===== config.mk =====
export PLATFORM = sky130hd
export DESIGN_NAME = pipe_stage_elastic
export DESIGN_NICKNAME = d
export VERILOG_FILES = /design/src/rtl/pipe_stage_elastic.sv
export SDC_FILE = /design/constraint.sdc
export NUM_CORES = 1
export LEC_CHECK = 0
export ABC_CLOCK_PERIOD_IN_PS = 2700
export BUFFER_PORTS_ARGS = -buffer_cell sky130_fd_sc_hd__buf_2
export CORE_UTILIZATION = 35
export DETAILED_ROUTE_END_ITERATION = 12
export PLACE_DENSITY = 0.58
export SLEW_MARGIN = 5
export SYNTH_ARGS = -nofsm -noshare
export SYNTH_HDL_FRONTEND = slang
export SYNTH_SLANG_ARGS = --single-unit
export TNS_END_PERCENT = 20

===== constraint.sdc =====
create_clock -name clk -period 2.7 [get_ports clk]
set_clock_uncertainty 0.15 [all_clocks]
set_input_delay 0.54 -clock clk [delete_from_list [all_inputs] [get_ports clk]]
set_output_delay 0.54 -clock clk [all_outputs]
set_load 0.01 [all_outputs]

===== src/rtl/pipe_stage_elastic.sv =====
// ---------------------------------------------------------------------------
// pipe_stage_elastic
//
// Elastic replacement for a fixed inter-stage pipeline latch. A chain of
// NUM_STAGES skid-buffered stages carries a control field and a payload
// under a valid/ready handshake. Backpressure stalls the chain, flush kills
// every in-flight entry, and an invalid output slot always shows an all-zero
// control field so a bubble can never assert a write-enable downstream.
//
// Parameters
//   DATA_WIDTH  payload width
//   CTRL_WIDTH  control field width (gated to zero on invalid slots)
//   NUM_STAGES  chained elastic stages, legal range 1..4
//   CNT_WIDTH   derived width of occupancy
//
// Ports
//   clk        rising-edge clock
//   rst        synchronous active-high reset (wins over flush and handshakes)
//   flush      synchronous kill of all held entries
//   in_valid   upstream entry present
//   in_ready   block accepts an entry this cycle
//   in_ctrl    upstream control bits
//   in_data    upstream payload
//   out_valid  head entry presented downstream
//   out_ready  downstream accepts this cycle
//   out_ctrl   head control bits, zero when out_valid is low
//   out_data   head payload (not gated)
//   occupancy  number of valid entries held, 0..2*NUM_STAGES
// ---------------------------------------------------------------------------
module pipe_stage_elastic #(
  parameter  int DATA_WIDTH = 64,
  parameter  int CTRL_WIDTH = 2,
  parameter  int NUM_STAGES = 1,
  localparam int CNT_WIDTH  = $clog2(2*NUM_STAGES+1)
) (
  input  logic                  clk,
  input  logic                  rst,
  input  logic                  flush,
  input  logic                  in_valid,
  output logic                  in_ready,
  input  logic [CTRL_WIDTH-1:0] in_ctrl,
  input  logic [DATA_WIDTH-1:0] in_data,
  output logic                  out_valid,
  input  logic                  out_ready,
  output logic [CTRL_WIDTH-1:0] out_ctrl,
  output logic [DATA_WIDTH-1:0] out_data,
  output logic [CNT_WIDTH-1:0]  occupancy
);

  // Per-stage main and skid registers.
  logic [NUM_STAGES-1:0]                 r_m_valid;
  logic [NUM_STAGES-1:0][CTRL_WIDTH-1:0] r_m_ctrl;
  logic [NUM_STAGES-1:0][DATA_WIDTH-1:0] r_m_data;
  logic [NUM_STAGES-1:0]                 r_s_valid;
  logic [NUM_STAGES-1:0][CTRL_WIDTH-1:0] r_s_ctrl;
  logic [NUM_STAGES-1:0][DATA_WIDTH-1:0] r_s_data;
  logic [CNT_WIDTH-1:0]                  r_occ;

  // Per-stage view of the upstream link and the downstream ready.
  logic [NUM_STAGES-1:0]                 w_up_valid;
  logic [NUM_STAGES-1:0][CTRL_WIDTH-1:0] w_up_ctrl;
  logic [NUM_STAGES-1:0][DATA_WIDTH-1:0] w_up_data;
  logic [NUM_STAGES-1:0]                 w_dn_ready;
  logic [NUM_STAGES-1:0]                 w_push;
  logic [NUM_STAGES-1:0]                 w_pop;
  logic                                  w_in_fire;
  logic                                  w_out_fire;

  for (genvar gs = 0; gs < NUM_STAGES; gs++) begin : g_link
    if (gs == 0) begin : g_first
      assign w_up_valid[gs] = in_valid;
      assign w_up_ctrl[gs]  = in_ctrl;
      assign w_up_data[gs]  = in_data;
    end else begin : g_chain
      assign w_up_valid[gs] = r_m_valid[gs-1];
      assign w_up_ctrl[gs]  = r_m_ctrl[gs-1];
      assign w_up_data[gs]  = r_m_data[gs-1];
    end

    // A stage is ready whenever its skid is empty; this is a pure register
    // output, so ready never ripples combinationally back along the chain.
    if (gs == NUM_STAGES-1) begin : g_last
      assign w_dn_ready[gs] = out_ready;
    end else begin : g_inner
      assign w_dn_ready[gs] = ~r_s_valid[gs+1];
    end

    assign w_push[gs] = w_up_valid[gs] & ~r_s_valid[gs];
    assign w_pop[gs]  = r_m_valid[gs] & w_dn_ready[gs];
  end

  // Flush only gates the boundary handshakes; the last stage's pop is harmless
  // during flush because every valid bit clears at that edge anyway.
  assign in_ready   = ~r_s_valid[0] & ~flush;
  assign out_valid  = r_m_valid[NUM_STAGES-1] & ~flush;
  assign out_ctrl   = r_m_ctrl[NUM_STAGES-1] & {CTRL_WIDTH{out_valid}};
  assign out_data   = r_m_data[NUM_STAGES-1];
  assign occupancy  = r_occ;

  assign w_in_fire  = in_valid & in_ready;
  assign w_out_fire = out_valid & out_ready;

  always_ff @(posedge clk) begin
    if (rst) begin
      // NOTE: the payload registers are reset here because out_data is
      // ungated and must read zero after reset; a plain storage array with no
      // observable reset value would normally be left out of the reset branch.
      r_m_valid <= '0;
      r_m_ctrl  <= '0;
      r_m_data  <= '0;
      r_s_valid <= '0;
      r_s_ctrl  <= '0;
      r_s_data  <= '0;
      r_occ     <= '0;
    end else if (flush) begin
      // Payload and ctrl hold their values; out_ctrl is masked by out_valid.
      r_m_valid <= '0;
      r_s_valid <= '0;
      r_occ     <= '0;
    end else begin
      for (int s = 0; s < NUM_STAGES; s++) begin
        if (!r_m_valid[s] || w_pop[s]) begin
          // Main is free this cycle: refill from skid first to keep FIFO order.
          // A push cannot coincide with a full skid since ready was low.
          if (r_s_valid[s]) begin
            r_m_valid[s] <= 1'b1;
            r_m_ctrl[s]  <= r_s_ctrl[s];
            r_m_data[s]  <= r_s_data[s];
            r_s_valid[s] <= 1'b0;
          end else if (w_push[s]) begin
            r_m_valid[s] <= 1'b1;
            r_m_ctrl[s]  <= w_up_ctrl[s];
            r_m_data[s]  <= w_up_data[s];
          end else begin
            r_m_valid[s] <= 1'b0;
          end
        end else if (w_push[s]) begin
          // Main is stalled: park the incoming entry in the (empty) skid.
          r_s_valid[s] <= 1'b1;
          r_s_ctrl[s]  <= w_up_ctrl[s];
          r_s_data[s]  <= w_up_data[s];
        end
      end
      // Internal stage-to-stage moves do not change the total count.
      r_occ <= r_occ + CNT_WIDTH'(w_in_fire) - CNT_WIDTH'(w_out_fire);
    end
  end

endmodule


# Yosys cells after proc, flatten, opt, wreduce, memory -nomap -nowiden
# Cells that the tools add are included.
# totals
register_bits	136
input_bits	71
out_inout_bits	70
word_cells	32
# classes
n_addsub	2
muxes	6
bitwise_logic	10
reduce_logical	7
# op_table
cell	n
two-way mux 64 bit	2
bitwise AND 1 bit	6
AND reduction 3 bit	2
two-way mux 2 bit	2
NOT 1 bit	3
OR reduction 3 bit	1
adder 2 x 1 -> 2 bit	1
bitwise AND 2 bit	1
two-way mux 1 bit	2
nonzero test 2 bit	1
OR reduction 2 bit	1
subtractor 2 x 1 -> 2 bit	1
logical NOT 1 bit	1
logical OR 1 bit	1

# Longest topological paths before layout
# logic_depth
depth_word	5
ltp_mapped	10
mapped_depth_nobuf	8

# Worst setup path before layout
# Ideal clock, no wire load.
# synth_timing
path_type	input port to flip-flop
start	input port flush
end	register r_occ[1] (netlist: occupancy[1])
setup_ps	134
arrival_ps	2212
required_ps	2416
setup_slack_ps	204
stages	10
path_buffers	3
cell_sequence	buf_2 -> or3b_1 -> buf_2 -> buf_2 -> ha_1 -> inv_1 -> ha_1 -> xor2_1 -> xnor2_1 -> nor3_1
# synth_between
elab_chain_len	5
# synth_lines
element	line	text
from (decl)	38	input logic flush,
NOT 1 bit (no line)	-	
bitwise AND 1 bit	94	assign in_ready = ~r_s_valid[0] & ~flush;
bitwise AND 1 bit	100	assign w_in_fire = in_valid & in_ready;
adder 2 x 1 -> 2 bit	145	r_occ <= r_occ + CNT_WIDTH'(w_in_fire) - CNT_WIDTH'(w_out_fire);
subtractor 2 x 1 -> 2 bit	145	
to (signal assigned)	145	
to (decl)	57	logic [CNT_WIDTH-1:0] r_occ;
# Several ways; a longest one is shown, not always the timed one.
# A chain may end at the register's enable or synchronous reset.

# Final worst setup path
# layout_timing
start	register r_s_valid
end	output port in_ready
# layout_between
elab_chain_len	2
# layout_lines
element	line	text
from (decl)	54	logic [NUM_STAGES-1:0] r_s_valid;
from (signal assigned)	111	r_s_valid <= '0;
from (signal assigned)	118	r_s_valid <= '0;
from (signal, indexed assignment)	129	r_s_valid[s] <= 1'b0;
NOT 1 bit	94	
bitwise AND 1 bit	94	
to (decl)	40	output logic in_ready,
# Every way passes these cells.

==> metrics.yaml <==
clock_tree.htree_level_count: 4
maxCapViolations: 0
wire_length_of_the_first_global_routing_pass_mm: 28.6
pin_count_of_the_biggest_net_entering_global_routing: 133
dp_hpwl_mm: 10.1
fin_util_pct: 44.1
first_pass_iters: 5
syn2layout_area_growth_pct: 23.4
total_setup_violations_reported_at_the_end_of_the_flow: 0
async_flop_share_pct: 0
fraction_of_layout_cells_with_a_size_suffix_above_1_pct: 36.0
track_usage_pct: 19.3
finalMaxSlewViolations: 0
mapped_nets: 778
clock_latency_ns: 0.42
number_of_rows_created_at_floorplan: 49
synth_common_cells: "sky130_fd_sc_hd__dfxtp_1 (136), sky130_fd_sc_hd__inv_1 (67)"
critPathLaunchType: "register"
outcome: "finished, final reports clean"
seq_area_frac_synth_pct: 42.4
netlist_top_cells_area: "sky130_fd_sc_hd__dfxtp_1 (42%), sky130_fd_sc_hd__mux2_2 (9.3%), sky130_fd_sc_hd__a211oi_2 (7.8%)"
synth-main-ff-cell: "sky130_fd_sc_hd__dfxtp_1"
period_needed_ns: 2.25
number_of_global_route_vias_before_repair: 5321
timing.hold.ws_ns: 0.212
max_freq_mhz: 445
cts_resized: 0
count_leader_synth: "sky130_fd_sc_hd__dfxtp_1"
unrepaired_setup_endpoints_after_global_routing: "false"
design.die.area_sq_um: 18900
total_clock_buffers_created_by_cts: 17
start_util_pct: 35.7
post_cts_buffers: 0
power.density_cell_area_nw_per_um2: 660
routed-via-count: 5683
detail_route.vias_per_cell: 5.47
cts.sinks: 136
max_slew.worst_pin.slew_ns: 0.857
die_w_microns: 137
die_height_microns: 137
worstPathArrival_ns: 1.56
remaining_drc_errors: 0
grt_remaining_overflow: 0
synth_top_area_share_pct: 42.4
final_antenna_net_count: 0
routedWlPerCell_microns: 17.4
worst_slew_margin_rel_pct: 42.9
finalSetupTns_ns: 0
total_leakage_power_nw: 2.91
edff_count_synth: 0
worstPathMaxFanout: 52
synth.ff_latch_count: 136
final_hold_violations: 0
synthCells: 705
total_power_w: 0.00523
holdBufCountCts: 0
number_of_different_library_cells_in_the_post_synthesis_netlist: 28
holdCritPathClass: "in -> reg"
io_buf_count: 140
initial_antenna_violation_count: 1
floorplan.core_area_sq_um: 18000
vdd_drop_max_mv: 0.423
cts_root_buf: "sky130_fd_sc_hd__clkbuf_16"
syn-mean-instance-area_sq_um: 9.11
place.gp.congestion: 0.700
post-synth-top-area-cell: "sky130_fd_sc_hd__dfxtp_1"
drt-initial-drc-count: 357
endpoint_kind: "output pin"
dp_slack_ns: 0.408
final.period_utilization_pct: 83.2
cts.path.max_buffers: 2
layout_setup_ws_ns: 0.455
ys_warn_count: 0
cts.reportedPaths.clkPinSlew_ns: 0.05
num_io_pins: 141
worst_ep_required_time_ns: 2.01
wirelength_mm: 18.1
tritoncts: "done"
fin_nets: 868
path_class: "reg -> out"
syn-cell-area_sq_um: 6420
per-stage QoR:
step | area, sq um | instances
2_1_floorplan | 6420 | 705
3_3_place_gp | 7280 | 1005
3_5_place_dp | 7280 | 1005
4_1_cts | 7920 | 1037
5_1_grt | 7920 | 1037
6_report | 7930 | 1038
cell families after synthesis:
| group | synth area share [%] |
|---|---|
| buffers and inverters | 9.96 |
| DFF | 42.4 |
| xor gates and xnor gates | 0.273 |
| AOI/OAI and AO/OA | 21.2 |
| adders and majority gates | 0.390 |
| muxes | 11.6 |
| and+or+nand+nor | 14.2 |
worst max-delay path: stages (launching register included):
cell and delay, ns:
sky130_fd_sc_hd__dfxtp_4 0.53, sky130_fd_sc_hd__buf_12 0.36, sky130_fd_sc_hd__nor2_4 0.07, sky130_fd_sc_hd__buf_2 0.16
area by class of cell:
class / instances / area (sq um)
Antenna cell: 1 / 2.50
Clock buffer: 20 / 467
Clock inverter: 12 / 173
Fill cell: 1773 / 10000
Inverter: 67 / 251
Multi-Input combinational cell: 414 / 3090
Sequential cell: 136 / 2730
Tap cell: 229 / 287
Timing Repair Buffer: 159 / 933
flip-flops by register name (all words and copies together), names as in the netlist:
name,cells
out_data,64
r_s_data,64
r_m_ctrl,2
r_m_valid,1
occupancy,2
r_s_ctrl,2
r_s_valid,1
worst paths after layout:
kind	start	end	slack, ns	depth (start not counted)
setup / recovery	r_s_valid	in_ready	0.45	3
hold / removal	out_ready	r_s_valid	0.21	2
setup reg to reg	r_s_valid	occupancy[1]	0.62	7
hold reg to reg	out_data[40]	out_data[40]	0.31	2
where the power goes:
| group | total [W] | internal, W | switching [W] |
|---|---|---|---|
| clock | 0.00252 | 0.00162 | 0.000904 |
| combinational | 0.000585 | 0.000229 | 0.000356 |
| sequential | 0.00212 | 0.00209 | 0.0000377 |
layer usage:
metal	wire length, microns	GRT usage, %
met2	8260	29.7
met3	970	4.42
met1	8680	26.7
met4	162	5.80
met5	0	0
placed cells by master (no fill, tap or decap), types with 17 or more instances in the layout:
cell type,count
sky130_fd_sc_hd__a211oi_1,27
sky130_fd_sc_hd__a211oi_2,40
sky130_fd_sc_hd__a21oi_1,66
sky130_fd_sc_hd__buf_2,139
sky130_fd_sc_hd__clkbuf_16,17
sky130_fd_sc_hd__dfxtp_1,135
sky130_fd_sc_hd__inv_1,67
sky130_fd_sc_hd__mux2_2,53
sky130_fd_sc_hd__nand4_1,66
sky130_fd_sc_hd__nor4_1,66
sky130_fd_sc_hd__o21ai_1,66
Note: power is estimated with default switching activity, not from simulation.
